<file path="config.mk">
export PLATFORM = sky130hd
export DESIGN_NAME = sar_search_unit_flat
export DESIGN_NICKNAME = d
export VERILOG_FILES = /design/src/rtl/sar_search_unit_if.sv /design/src/rtl/sar_search_unit.sv /design/src/flat_wrapper.sv
export SDC_FILE = /design/constraint.sdc
export NUM_CORES = 1
export LEC_CHECK = 0
export BUFFER_PORTS_ARGS = -buffer_cell sky130_fd_sc_hd__buf_2
export CORE_MARGIN = 3
export CORE_UTILIZATION = 55
export CTS_BUF_LIST = sky130_fd_sc_hd__clkbuf_2
export CTS_CLUSTER_SIZE = 24
export DETAILED_ROUTE_END_ITERATION = 7
export PLACE_DENSITY = 0.75
export SLEW_MARGIN = 40
export SYNTH_ARGS = -nofsm -noshare
export SYNTH_HDL_FRONTEND = slang
export SYNTH_SLANG_ARGS = --single-unit
export TNS_END_PERCENT = 20
</file>
<file path="constraint.sdc">
create_clock -name clk -period 3.3 [get_ports clk]
set_clock_uncertainty 0.2 [all_clocks]
set_input_delay 0.495 -clock clk [delete_from_list [all_inputs] [get_ports clk]]
set_output_delay 0.495 -clock clk [all_outputs]
set_load 0.05 [all_outputs]
</file>
<file path="src/rtl/sar_search_unit_if.sv">
// Candidate/verdict handshake between the search initiator and a magnitude comparator.
// The master drives candidates; the slave (comparator) returns gt/eq/lt verdicts.
interface sar_search_unit_if #(
  parameter int unsigned WIDTH = 4
);
  logic [WIDTH-1:0] cand;
  logic             cand_valid;
  logic             resp_valid;
  logic             x_gt_y;
  logic             x_eq_y;
  logic             x_lt_y;

  modport master (
    output cand,
    output cand_valid,
    input  resp_valid,
    input  x_gt_y,
    input  x_eq_y,
    input  x_lt_y
  );

  modport slave (
    input  cand,
    input  cand_valid,
    output resp_valid,
    output x_gt_y,
    output x_eq_y,
    output x_lt_y
  );
endinterface

</file>
<file path="src/rtl/sar_search_unit.sv">
// Successive-approximation search initiator: binary-searches 0..2^WIDTH-1 against an
// external comparator's hidden target and reports match, probe count and status.
module sar_search_unit #(
  parameter  int unsigned WIDTH = 4,
  localparam int unsigned PW    = $clog2(WIDTH + 2)
) (
  input  logic              clk,
  input  logic              rst_n,
  input  logic              start,
  sar_search_unit_if.master bus,
  output logic              busy,
  output logic              done,
  output logic              found,
  output logic [WIDTH-1:0]  result,
  output logic [PW-1:0]     probes,
  output logic              err
);

  localparam int unsigned   W1     = WIDTH + 1;
  localparam logic [W1-1:0] HI_MAX = W1'((1 << WIDTH) - 1);

  typedef enum logic [1:0] {
    IDLE  = 2'd0,
    PROBE = 2'd1,
    DONE  = 2'd2
  } state_t;

  state_t           state_q, state_n;
  logic [W1-1:0]    lo_q, lo_n;
  logic [W1-1:0]    hi_q, hi_n;
  logic [WIDTH-1:0] cand_q, cand_n;
  logic             cval_q, cval_n;
  logic [PW-1:0]    probes_q, probes_n;
  logic             found_q, found_n;
  logic             err_q, err_n;
  logic [WIDTH-1:0] result_q, result_n;
  logic             busy_q, busy_n;
  logic             done_q, done_n;

  // The registered candidate is always the midpoint of the current lo/hi window.
  logic [W1-1:0]    mid;
  logic [W1-1:0]    lo_up;
  logic [W1-1:0]    hi_dn;
  logic [2:0]       verdict;

  assign mid     = {1'b0, cand_q};
  assign lo_up   = mid + W1'(1);
  assign hi_dn   = mid - W1'(1);
  assign verdict = {bus.x_gt_y, bus.x_eq_y, bus.x_lt_y};

  always_comb begin
    logic finish;
    logic exhausted;
    state_n   = state_q;
    lo_n      = lo_q;
    hi_n      = hi_q;
    cand_n    = cand_q;
    cval_n    = cval_q;
    probes_n  = probes_q;
    found_n   = found_q;
    err_n     = err_q;
    result_n  = result_q;
    finish    = 1'b0;
    exhausted = 1'b0;

    case (state_q)
      IDLE: begin
        if (start) begin
          state_n  = PROBE;
          lo_n     = '0;
          hi_n     = HI_MAX;
          cand_n   = WIDTH'(HI_MAX >> 1);
          cval_n   = 1'b1;
          probes_n = '0;
          found_n  = 1'b0;
          err_n    = 1'b0;
          result_n = '0;
        end
      end

      PROBE: begin
        if (bus.resp_valid) begin
          probes_n = probes_q + PW'(1);
          if (!$onehot(verdict)) begin
            err_n    = 1'b1;
            found_n  = 1'b0;
            result_n = cand_q;
            finish   = 1'b1;
          end else if (bus.x_eq_y) begin
            found_n  = 1'b1;
            result_n = cand_q;
            finish   = 1'b1;
          end else if (bus.x_gt_y) begin
            if (lo_up > hi_q) begin
              exhausted = 1'b1;
            end else begin
              lo_n   = lo_up;
              cand_n = WIDTH'((lo_up + hi_q) >> 1);
            end
          end else begin
            // mid==0 is checked before hi_dn is used so hi never wraps.
            if ((mid == '0) || (lo_q > hi_dn)) begin
              exhausted = 1'b1;
            end else begin
              hi_n   = hi_dn;
              cand_n = WIDTH'((lo_q + hi_dn) >> 1);
            end
          end

          if (exhausted) begin
            found_n  = 1'b0;
            result_n = cand_q;
            finish   = 1'b1;
          end

          if (finish) begin
            state_n = DONE;
            cval_n  = 1'b0;
          end
        end
      end

      DONE: begin
        state_n = IDLE;
      end

      default: begin
        state_n = IDLE;
        cval_n  = 1'b0;
      end
    endcase

    busy_n = (state_n != IDLE);
    done_n = (state_n == DONE);
  end

  always_ff @(posedge clk or negedge rst_n) begin
    if (!rst_n) begin
      state_q  <= IDLE;
      lo_q     <= '0;
      hi_q     <= '0;
      cand_q   <= '0;
      cval_q   <= 1'b0;
      probes_q <= '0;
      found_q  <= 1'b0;
      err_q    <= 1'b0;
      result_q <= '0;
      busy_q   <= 1'b0;
      done_q   <= 1'b0;
    end else begin
      state_q  <= state_n;
      lo_q     <= lo_n;
      hi_q     <= hi_n;
      cand_q   <= cand_n;
      cval_q   <= cval_n;
      probes_q <= probes_n;
      found_q  <= found_n;
      err_q    <= err_n;
      result_q <= result_n;
      busy_q   <= busy_n;
      done_q   <= done_n;
    end
  end

  assign bus.cand       = cand_q;
  assign bus.cand_valid = cval_q;
  assign busy           = busy_q;
  assign done           = done_q;
  assign found          = found_q;
  assign result         = result_q;
  assign probes         = probes_q;
  assign err            = err_q;

endmodule

</file>
<file path="src/flat_wrapper.sv">
// flat-port wrapper written by rule: the top's interface ports become plain ports
module sar_search_unit_flat 
#(
  parameter  int unsigned WIDTH = 4,
  localparam int unsigned PW    = $clog2(WIDTH + 2)
)
  (clk, rst_n, start, busy, done, found, result, probes, err, bus_cand, bus_cand_valid, bus_resp_valid, bus_x_gt_y, bus_x_eq_y, bus_x_lt_y);
  sar_search_unit_if #(.WIDTH(WIDTH)) bus_i ();
  input  logic clk;
  input  logic rst_n;
  input  logic start;
  output logic busy;
  output logic done;
  output logic found;
  output logic [WIDTH-1:0] result;
  output logic [PW-1:0] probes;
  output logic err;
  output wire logic [$bits(bus_i.cand)-1:0] bus_cand;
  output wire logic [$bits(bus_i.cand_valid)-1:0] bus_cand_valid;
  input wire logic [$bits(bus_i.resp_valid)-1:0] bus_resp_valid;
  input wire logic [$bits(bus_i.x_gt_y)-1:0] bus_x_gt_y;
  input wire logic [$bits(bus_i.x_eq_y)-1:0] bus_x_eq_y;
  input wire logic [$bits(bus_i.x_lt_y)-1:0] bus_x_lt_y;
  assign bus_cand = bus_i.cand;
  assign bus_cand_valid = bus_i.cand_valid;
  assign bus_i.resp_valid = bus_resp_valid;
  assign bus_i.x_gt_y = bus_x_gt_y;
  assign bus_i.x_eq_y = bus_x_eq_y;
  assign bus_i.x_lt_y = bus_x_lt_y;
  sar_search_unit #(.WIDTH(WIDTH)) u_core (.clk(clk), .rst_n(rst_n), .start(start), .bus(bus_i), .busy(busy), .done(done), .found(found), .result(result), .probes(probes), .err(err));
endmodule
</file>
==> results_dict.tcl <==
set metrics [dict create \
    synthMuxAreaShare_pct 1.03 \
    placed_area_mm2 0.00214 \
    r2r_end "u_core.result[0]" \
    hold_depth 2 \
    path_cells "buf_4 -> nor3_2 -> xnor2_1 -> inv_1 -> ha_1 -> nor2b_1 -> o311a_1 -> o31ai_4 -> a21bo_4 -> and3_2 -> a221o_1" \
    clkTransAtPathRegs_ns 0.26 \
    final_antenna_net_count 0 \
    clk_path_buf_depth 2 \
    grt_pass1_vias 1592 \
    area_delta_synth_final_pct 12.1 \
    place_congestion 0.923 \
    vias 1577 \
    crit_path_max_incr_delay_ns 0.51 \
    fillers 260 \
    synth-simple-area-share_pct 13.7 \
    path_class "reg2reg" \
    cts_made_buffers 3 \
    report.final.slew_viol_count 0 \
    antenna_cells 0 \
    yosys.area_share.xor_xnor_pct 4.50 \
    final_area_mm2 0.00218 \
    worstSetupStartpointType "flop" \
    dieArea_mm2 0.00429 \
    htree_levels 1 \
    crit_family "compound AO/OA/AOI/OAI gates" \
    drc 0 \
    synth_compound_area_share_pct 22.2 \
    yosys_warnings 0 \
    dr_wl_met3_um 251 \
    grt_max_degree 29 \
    worstSkewPairLatency_ns 0.38 \
    synth_fa_ha_area_share_pct 17.2 \
    synth_area_mm2 0.00195 \
    synth_cell_type_count 50 \
    maxCapViolations 0 \
    setup_viol 0 \
    synth_top_family_by_area "compound AO/OA/AOI/OAI gates" \
    cts_tree "built" \
    whs_endpoint "u_core.state_q[0]" \
    cellPowerDensity_mw_per_mm2 758 \
    row_count 20 \
    max_freq_ghz 0.321 \
    crit-reg2reg-launch "u_core.bus.cand[0]" \
    final_common_cell "dfrtp_1" \
    netlist_top_cells_area "dfrtp_1 36%, ha_1 14%, inv_1 3.9%, fa_1 3.1%, a21oi_1 2.8%" \
    detail_route.first_pass.iterations 4 \
    arrival_ns 3.20 \
    grtUsageTotal_pct 23.7 \
    wl_per_cell_um 16.9 \
    drt_iter0_markers 109 \
    hold_path_class "in2reg" \
    rsz0062_at_grt "no" \
    min_period_over_period_pct 94.4 \
    run_status "completed" \
    r2r_cells 11 \
    wl_met2_mm 2.00 \
    io_pins 23 \
    hold_violations 0 \
    synth_seq_cells 28 \
    overflow 0 \
    cellLeakagePower_nw 1.09 \
    postRouteWirelength_mm 4.54 \
    io_buffers 22 \
    core_area_mm2 0.00320 \
    ys_async_sr_fraction_pct 100 \
    cts_root_buf "clkbuf_2" \
    r2r_slack_ns 0.18 \
    initial_utilization_pct 60.8 \
    cts.sinks 28 \
    worst-path-stages 11 \
    critical_path_buf_inv_count 2 \
    top_layer_used "met4" \
    finalNetCount 257 \
    yosys_most_used_dff "dfrtp_1" \
    routed_via_density 5.88 \
    mostFrequentLayoutCells "27 x dfrtp_1, 22 x ha_1, 22 x buf_2" \
    irDropWorstVdd_v 0.000582 \
    final_layout_size_suffix_gt1_share_pct 20.1 \
    die_height_um 65.5 \
    fin_tns_setup_ns 0 \
    crit_slowest_cell "dfrtp_2" \
    seq_area_um2 702 \
    antenna_found_initial 0 \
    hp-start "bus_resp_valid" \
    worstPathRequired_ns 3.39 \
    cp-end-kind "flop" \
    path_max_fanout 7 \
    slew-limit-headroom_pct 59.4 \
    dpl.hpwl_mm 3.61 \
    synth_top_area_share_pct 36.0 \
    multi_input_area_mm2 0.00116 \
    yosys.area.top_type "dfrtp_1" \
    worst_slew_pin_slew_ns 0.609 \
    dieWidth_um 65.5 \
    period_needed_ns 3.12 \
    synth_edf_count 0 \
    syn-num-nets 226 \
    avgSynthCellArea_um2 10.0 \
    grt_pass1_wl_mm 7.74 \
    ys_seq_area_share_pct 36.0 \
    fin_hold_ws_ns 0.136 \
    met1_length_mm 2.16 \
    netlist_instances 194 \
]
==> what timing repair did <==
action	in CTS	in global routing
hold buffers	1	0
endpoints found under the setup margin	0	13
buffers inserted	0	0
resized for setup	0	4
hold endpoints to repair	28	0
==> cells in the mapped netlist (2+ instances only) <==
cell / number
nand2b_1: 4
and3b_1: 2
a221o_1: 4
nand2_1: 13
mux2i_1: 2
nor2_1: 11
and3_2: 2
fa_1: 3
a2bb2oi_1: 4
a32o_1: 3
o21ai_0: 8
xnor2_1: 6
a21oi_1: 11
nand3_1: 3
nand4b_1: 2
a21oi_2: 2
o2bb2ai_1: 2
xor2_1: 4
dfrtp_1: 28
buf_4: 2
o32a_1: 3
nor2b_1: 3
and2_1: 5
inv_1: 20
ha_1: 22
==> kinds of logic (layout without fill, tap and decap cells) <==
group                      Yosys count  after routing
buffers and inverters               24             54
muxes                                2              2
xor gates and xnor gates            10             10
and+or+nand+nor                     50             50
AOI/OAI and AO/OA                   55             55
DFF                                 28             28
adders and majority gates           25             25
==> worst reg2reg max path, stage by stage (launching register included) <==
cell and delay [ns]:
dfrtp_2 0.51, buf_4 0.17, nor3_2 0.25, xnor2_1 0.22, inv_1 0.12, ha_1 0.29
nor2b_1 0.16, o311a_1 0.23, o31ai_4 0.08, a21bo_4 0.24, and3_2 0.25, a221o_1 0.31
==> power by group <==
| part | switching (mW) | internal (mW) | total [mW] | leakage, nW |
|---|---|---|---|---|
| Clock | 0.103 | 0.0263 | 0.130 | 0.0140 |
| Sequential | 0.0879 | 0.426 | 0.513 | 0.337 |
| Combinational | 0.646 | 0.365 | 1.01 | 0.743 |
| Total | 0.838 | 0.817 | 1.65 | 1.09 |
==> cell type report <==
cell class                      instances  area share (%)
Multi-Input combinational cell        142            53.1
Sequential cell                        28            32.1
Timing Repair Buffer                   30            7.91
Inverter                               20            3.44
Tap cell                               44            2.52
Clock buffer                            3           0.688
Clock inverter                          1           0.172
==> routing by layer <==
layer	GRT usage, %	vias to the layer above
met5	0	-
met4	8.55	0
met3	5.30	12
met2	36.8	47
met1	32.4	764
li1	-	754
==> per-stage QoR <==
| step | setup slack (ns) | std cells | power [mW] | util [%] |
|---|---|---|---|---|
| after detailed placement | 0.101 | 263 | 1.51 | 66.7 |
| after floorplan | 0.0253 | 194 | 1.25 | - |
| after global routing | 0.0212 | 268 | 1.78 | 68.2 |
| after CTS | 0.0505 | 268 | 1.64 | 67.6 |
| after global placement | 0.183 | 263 | 1.47 | 66.7 |
| final | 0.184 | 268 | 1.65 | 68.2 |
==> how the worst max path moves through the flow <==
stage | from | endpoint
floorplan | u_core.bus.cand[0] | u_core.result[0]
global placement | u_core.bus.cand[0] | u_core.result[0]
detailed placement | u_core.bus.cand[0] | u_core.hi_q[3]
CTS | u_core.bus.cand[0] | u_core.hi_q[3]
global route | u_core.bus.cand[0] | u_core.hi_q[3]
finish | u_core.bus.cand[0] | u_core.result[0]
==> flip-flops by register name (all words and copies together), names as in the netlist <==
name                   cells
u_core.err                 1
u_core.found               1
u_core.probes              3
u_core.bus.cand_valid      1
u_core.lo_q                5
u_core.bus.cand            4
u_core.hi_q                5
u_core.state_q             2
u_core.busy                1
u_core.result              4
u_core.done                1
No activity file was read; power rests on OpenSTA's default activity.
